==> src/rtl/hazard_scoreboard_unit.sv <==
// rtl/hazard_scoreboard_unit.sv - pipeline hazard detection, forwarding select and long-op scoreboard
module hazard_scoreboard_unit #(
  parameter int REG_AW   = 5,
  parameter int LOAD_LAT = 1,
  parameter int CNT_W    = 16,
  localparam int NUM_REGS = 2 ** REG_AW
) (
  input  logic                clk,
  input  logic                rst_n,
  // decode stage
  input  logic [REG_AW-1:0]   rs1_d,
  input  logic [REG_AW-1:0]   rs2_d,
  input  logic [REG_AW-1:0]   rd_d,
  input  logic                reg_write_d,
  input  logic                long_op_d,
  // execute stage
  input  logic [REG_AW-1:0]   rs1_e,
  input  logic [REG_AW-1:0]   rs2_e,
  input  logic [REG_AW-1:0]   rd_e,
  input  logic                load_e,
  input  logic                long_issue_e,
  input  logic [1:0]          pc_src_e,
  // memory stage
  input  logic [REG_AW-1:0]   rd_m,
  input  logic                reg_write_m,
  input  logic                load_m,
  // writeback stage
  input  logic [REG_AW-1:0]   rd_w,
  input  logic                reg_write_w,
  // multicycle unit
  input  logic                long_busy,
  input  logic                long_done,
  input  logic [REG_AW-1:0]   long_rd,
  // counter control
  input  logic                cnt_clr,
  // pipeline control
  output logic                stall_f,
  output logic                stall_d,
  output logic                flush_d,
  output logic                flush_e,
  output logic [1:0]          forward_a_e,
  output logic [1:0]          forward_b_e,
  // scoreboard and statistics
  output logic [NUM_REGS-1:0] sb_pending,
  output logic [REG_AW:0]     sb_count,
  output logic [CNT_W-1:0]    stall_cnt
);

  localparam logic [REG_AW-1:0] REG_ZERO = '0;
  localparam logic [CNT_W-1:0]  CNT_MAX  = '1;
  localparam bit                LOAD_M_CHECK = (LOAD_LAT == 2);

  logic                load_stall;
  logic                sb_stall;
  logic                struct_stall;
  logic                any_stall;
  logic                redirect;
  logic [NUM_REGS-1:0] sb_next;

  // Forwarding select: the younger M result wins over W; x0 is never forwarded.
  always_comb begin
    forward_a_e = 2'b00;
    forward_b_e = 2'b00;
    if (reg_write_m && rs1_e != REG_ZERO && rs1_e == rd_m) begin
      forward_a_e = 2'b10;
    end else if (reg_write_w && rs1_e != REG_ZERO && rs1_e == rd_w) begin
      forward_a_e = 2'b01;
    end
    if (reg_write_m && rs2_e != REG_ZERO && rs2_e == rd_m) begin
      forward_b_e = 2'b10;
    end else if (reg_write_w && rs2_e != REG_ZERO && rs2_e == rd_w) begin
      forward_b_e = 2'b01;
    end
  end

  // Stall sources: load-use distance, scoreboard RAW/WAW, and multicycle unit occupancy.
  always_comb begin
    load_stall = load_e && rd_e != REG_ZERO && (rs1_d == rd_e || rs2_d == rd_e);
    if (LOAD_M_CHECK && load_m && rd_m != REG_ZERO && (rs1_d == rd_m || rs2_d == rd_m)) begin
      load_stall = 1'b1;
    end
    sb_stall = (sb_pending[rs1_d] && rs1_d != REG_ZERO)
            || (sb_pending[rs2_d] && rs2_d != REG_ZERO)
            || (reg_write_d && rd_d != REG_ZERO && sb_pending[rd_d]);
    struct_stall = long_op_d && (long_busy || long_issue_e);
  end

  // Pipeline control: a taken redirect kills the D instruction, so it must never stall.
  always_comb begin
    any_stall = load_stall || sb_stall || struct_stall;
    redirect  = |pc_src_e;
    stall_f   = any_stall && !redirect;
    stall_d   = any_stall && !redirect;
    flush_d   = redirect;
    flush_e   = redirect || any_stall;
  end

  // Scoreboard next state: clear on completion first so a same-cycle issue wins.
  always_comb begin
    sb_next = sb_pending;
    if (long_done && long_rd != REG_ZERO) begin
      sb_next[long_rd] = 1'b0;
    end
    if (long_issue_e && rd_e != REG_ZERO) begin
      sb_next[rd_e] = 1'b1;
    end
    sb_next[0] = 1'b0;
  end

  // Scoreboard register.
  always_ff @(posedge clk or negedge rst_n) begin
    if (!rst_n) begin
      sb_pending <= '0;
    end else begin
      sb_pending <= sb_next;
    end
  end

  // Population count of the scoreboard, same-cycle with sb_pending.
  always_comb begin
    sb_count = '0;
    for (int i = 0; i < NUM_REGS; i++) begin
      sb_count = sb_count + {{REG_AW{1'b0}}, sb_pending[i]};
    end
  end

  // Saturating stall counter; clear takes priority over counting.
  always_ff @(posedge clk or negedge rst_n) begin
    if (!rst_n) begin
      stall_cnt <= '0;
    end else if (cnt_clr) begin
      stall_cnt <= '0;
    end else if (stall_d && stall_cnt != CNT_MAX) begin
      stall_cnt <= stall_cnt + 1'b1;
    end
  end

endmodule

==> config.mk <==
export PLATFORM = sky130hd
export DESIGN_NAME = hazard_scoreboard_unit
export DESIGN_NICKNAME = d
export VERILOG_FILES = /design/src/rtl/hazard_scoreboard_unit.sv
export SDC_FILE = /design/constraint.sdc
export NUM_CORES = 1
export LEC_CHECK = 0
export ABC_AREA = 1
export BUFFER_PORTS_ARGS = -buffer_cell sky130_fd_sc_hd__buf_2
export CAP_MARGIN = 20
export CELL_PAD_IN_SITES_DETAIL_PLACEMENT = 1
export CELL_PAD_IN_SITES_GLOBAL_PLACEMENT = 1
export CORE_ASPECT_RATIO = 2
export CORE_MARGIN = 2
export CORE_UTILIZATION = 41
export DETAILED_ROUTE_END_ITERATION = 10
export PLACE_DENSITY_LB_ADDON = 0.3
export SKIP_LAST_GASP = 1
export SYNTH_ARGS = -nofsm -noshare
export SYNTH_HDL_FRONTEND = slang
export SYNTH_SLANG_ARGS = --single-unit
==> constraint.sdc <==
create_clock -name clk -period 8.5 [get_ports clk]
set_input_delay 1.7 -clock clk [delete_from_list [all_inputs] [get_ports clk]]
set_output_delay 1.7 -clock clk [all_outputs]
set_load 0.01 [all_outputs]
==> summary.md <==
| Metric | Value |
|---|---|
| Status | `finished, final reports clean` |
| Ant. Diodes | `0` |
| DR iter-0 viols | `180` |
| Wire per inst | `19.82 um` |
| Worst setup EP type | `primary output` |
| Reg clk slew, reported paths | `0.06 ns` |
| Initial core utilization | `0.4153` |
| Slew headroom | `0.4921` |
| Detail Route Antenna Nets | `0` |
| # setup viols final | `0` |
| Die W | `79.37 um` |
| Tmin final | `7.230 ns` |
| Syn Nets | `780` |
| Pwr Density | `560.5 nW/um2` |
| CTS tree | `built` |
| Routability cong. | `~0.96` |
| Vias in the first global route | `5585` |
| DRC | `0` |
| Post-Route Setup TNS | `0 ns` |
| Worst Hold Launch | `sb_pending[21]` |
| Syn Inst Count | `~700` |
| CP required | `6.80 ns` |
| Core region area | `11220 um2` |
| Top post-synthesis cells by area | `dfrtp_1, nand2_1, fa_1` |
| Pre-CTS setup slack | `around 1.6 ns` |
| Share of layout cells above drive strength 1 | `0.1827` |
| Yosys top cell by area | `dfrtp_1` |
| Avg Cell Area, Syn | `6.751 um2` |
| Least-Margin Pin Slew | `around 0.74 ns` |
| Row Count | `55` |
| #FFs+latches synth | `between 40 and 50` |
| Post-synthesis cell area | `4658 um2` |
| First-pass GRT wire length | `28680 um` |
| Maximum buffer depth of the clock tree | `2` |
| First-pass DRT Iterations | `4` |
| Synth unique cells | `39` |
| Post-synthesis sequential area ratio | `0.2525` |
| Worst Hold Depth | `2` |
| TritonCTS buffer count | `5` |
| Initial antenna violation count | `0` |
| HP Class | `reg2reg` |
| Yosys warning total | `0` |
| Post-Route WL | `about 19000 um` |
| Crit path DAT | `about 5.5 ns` |
| Endpoint of the worst register-to-register path | `stall_cnt[4]` |
| RR Startpoint | `stall_cnt[0]` |
| Ports | `121` |
| Die area | `12280 um2` |
| Cts repair resizes | `0` |
| CP Max Fanout | `5` |
| Gr usage total | `0.3081` |
| Post-CTS setup buffer count | `0` |
| Pleak | `2.922 nW` |
| DR vias | `slightly above 5000` |
| Congestion Overflow GR | `0` |
| Final Hold Viols | `0` |
| Die height | `between 150 and 200 um` |
| Worst hold endpoint | `sb_pending[21]` |
| RSZ-0062 raised after global routing | `no` |
| Area Overhead vs Synth | `16.98%` |
| CTS root buffer | `clkbuf_16` |
| Worst reg2reg path depth | `13` |
| Largest net degree at the start of global routing | `48` |
| CTS sink cnt | `47` |
| Max VDD drop | `about 0.0011 V` |
| Hold Buf Count CTS | `0` |
| Share of the synthesized area in the top cell type | `0.2525` |
| Port bufs | `around 120` |
| Setup crit start kind | `flip-flop` |
| H-Tree Depth | `2` |
| R2r setup slk | `roughly 6 ns` |
| Tcrit/Tclk final | `0.8506` |
| Final setup margin | `1.270 ns` |
| Avg Vias per Cell | `5.474` |
| HPWL after DPL | `15310 um` |
| Clock Skew | `0.005276 ns` |
| Final nets | `888` |
| Worst skew pair latency | `0.29 ns` |
| WS Path Type | `reg2out` |
| Max-slew violations | `0` |
| Achievable Freq | `138.3 MHz` |
| MaxCap Viol Count | `0` |
area by class of cell:
cell class                      instances  area, um2
Sequential cell                        47       1176
Clock inverter                          2      12.51
Multi-Input combinational cell        521       2953
Tap cell                              142      177.7
Clock buffer                            6      128.9
Inverter                              104      390.4
Timing Repair Buffer                  119      610.6
Fill cell                            1576       5768
cell usage in the layout (no fill, tap or decap), drive strengths merged, types with 2 or more instances in the layout:
cell    netlist  layout
clkbuf        3       6
o21a          2       2
dfrtp        47      47
xnor2        14      14
ha            8       8
o21ai        66      66
nand4         5       5
nor2         60      60
o32ai         3       3
buf          15     119
clkinv        1       2
o211ai        7       7
fa           23      23
nand2       194     194
nand3        93      93
xor2         14      14
nor3b         2       2
nor3          8       8
inv         103     103
a31oi         3       3
a21oi        10      10
sequential cells by signal, indices dropped and copies added, names as in the netlist:
signal	cells
sb_pending	31
stall_cnt	16
routing by layer:
layer	vias to the layer above	share of wire	GRT usage
li1	2415	-	-
met1	2503	0.32	0.2834
met2	168	0.56	0.5997
met3	65	0.036	0.03442
met4	0	0.079	0.2126
met5	-	0	0
report_power, final:
group	switching (mW)	leakage [nW]	internal, mW
Sequential	0.0575	0.598	0.261
Combinational	1.52	2.26	1.03
Clock	0.0833	0.0669	0.109
cell families (layout without fill, tap and decap cells):
| kind of cell | after synthesis | in the layout | synth area share |
|---|---|---|---|
| DFF | 47 | 47 | 0.2525 |
| other | 1 | 1 | 0.0008050 |
| and+or+nand+nor | 365 | 365 | 0.3457 |
| AOI/OAI and AO/OA | 96 | 96 | 0.1144 |
| adders and majority gates | 31 | 31 | 0.1203 |
| buffers and inverters | 122 | 231 | 0.1136 |
| xor gates and xnor gates | 28 | 28 | 0.05265 |
critical path: stages (launching register included):
cell and delay [ns]:
dfrtp_1 0.48, inv_1 0.12, fa_1 0.65, fa_1 0.46
fa_1 0.49, fa_1 0.55, fa_1 0.43, fa_1 0.49
inv_1 0.05, fa_1 0.43, fa_1 0.44, a21oi_1 0.20
nor2_1 0.06, nor2_1 0.12, xnor2_1 0.13, buf_2 0.15
synth_stat cells, drive strengths merged:
cell type / number
nand2: 194
inv: 103
nand3: 93
o21ai: 66
nor2: 60
dfrtp: 47
fa: 23
buf: 15
xnor2: 14
xor2: 14
a21oi: 10
ha: 8
nor3: 8
o211ai: 7
nand4: 5
a31oi: 3
clkbuf: 3
o32ai: 3
nor3b: 2
o21a: 2
a2111oi: 1
a211oi: 1
and3: 1
clkinv: 1
conb: 1
nor4: 1
o2111ai: 1
o221ai: 1
o22ai: 1
or2: 1
worst max-delay path by stage:
stage	from	end	slack [ns]	depth (start not counted)
6_report	sb_pending[6]	sb_count[4]	1.27	15
4_1_cts	sb_pending[8]	sb_count[4]	1.25	15
3_3_place_gp	sb_pending[8]	sb_count[4]	1.66	15
2_1_floorplan	sb_pending[18]	sb_count[4]	2.04	16
5_1_grt	sb_pending[28]	sb_count[4]	1.11	17
3_5_place_dp	sb_pending[10]	sb_count[4]	1.59	15
per-stage QoR:
stage               utilization  std cells  hold WS (ns)  area [um2]  power [mW]
floorplan                     -        690        0.5603        4658       2.031
global placement         0.4714        932        0.5195        5288       2.744
detailed placement       0.4714        932        0.5268        5288       2.917
CTS                      0.4840        940        0.5389        5429       3.104
global route             0.4858        941        0.5883        5449       3.425
finish                   0.4858        941        0.5505        5449       3.054
Note: power is estimated with default switching activity, not from simulation.
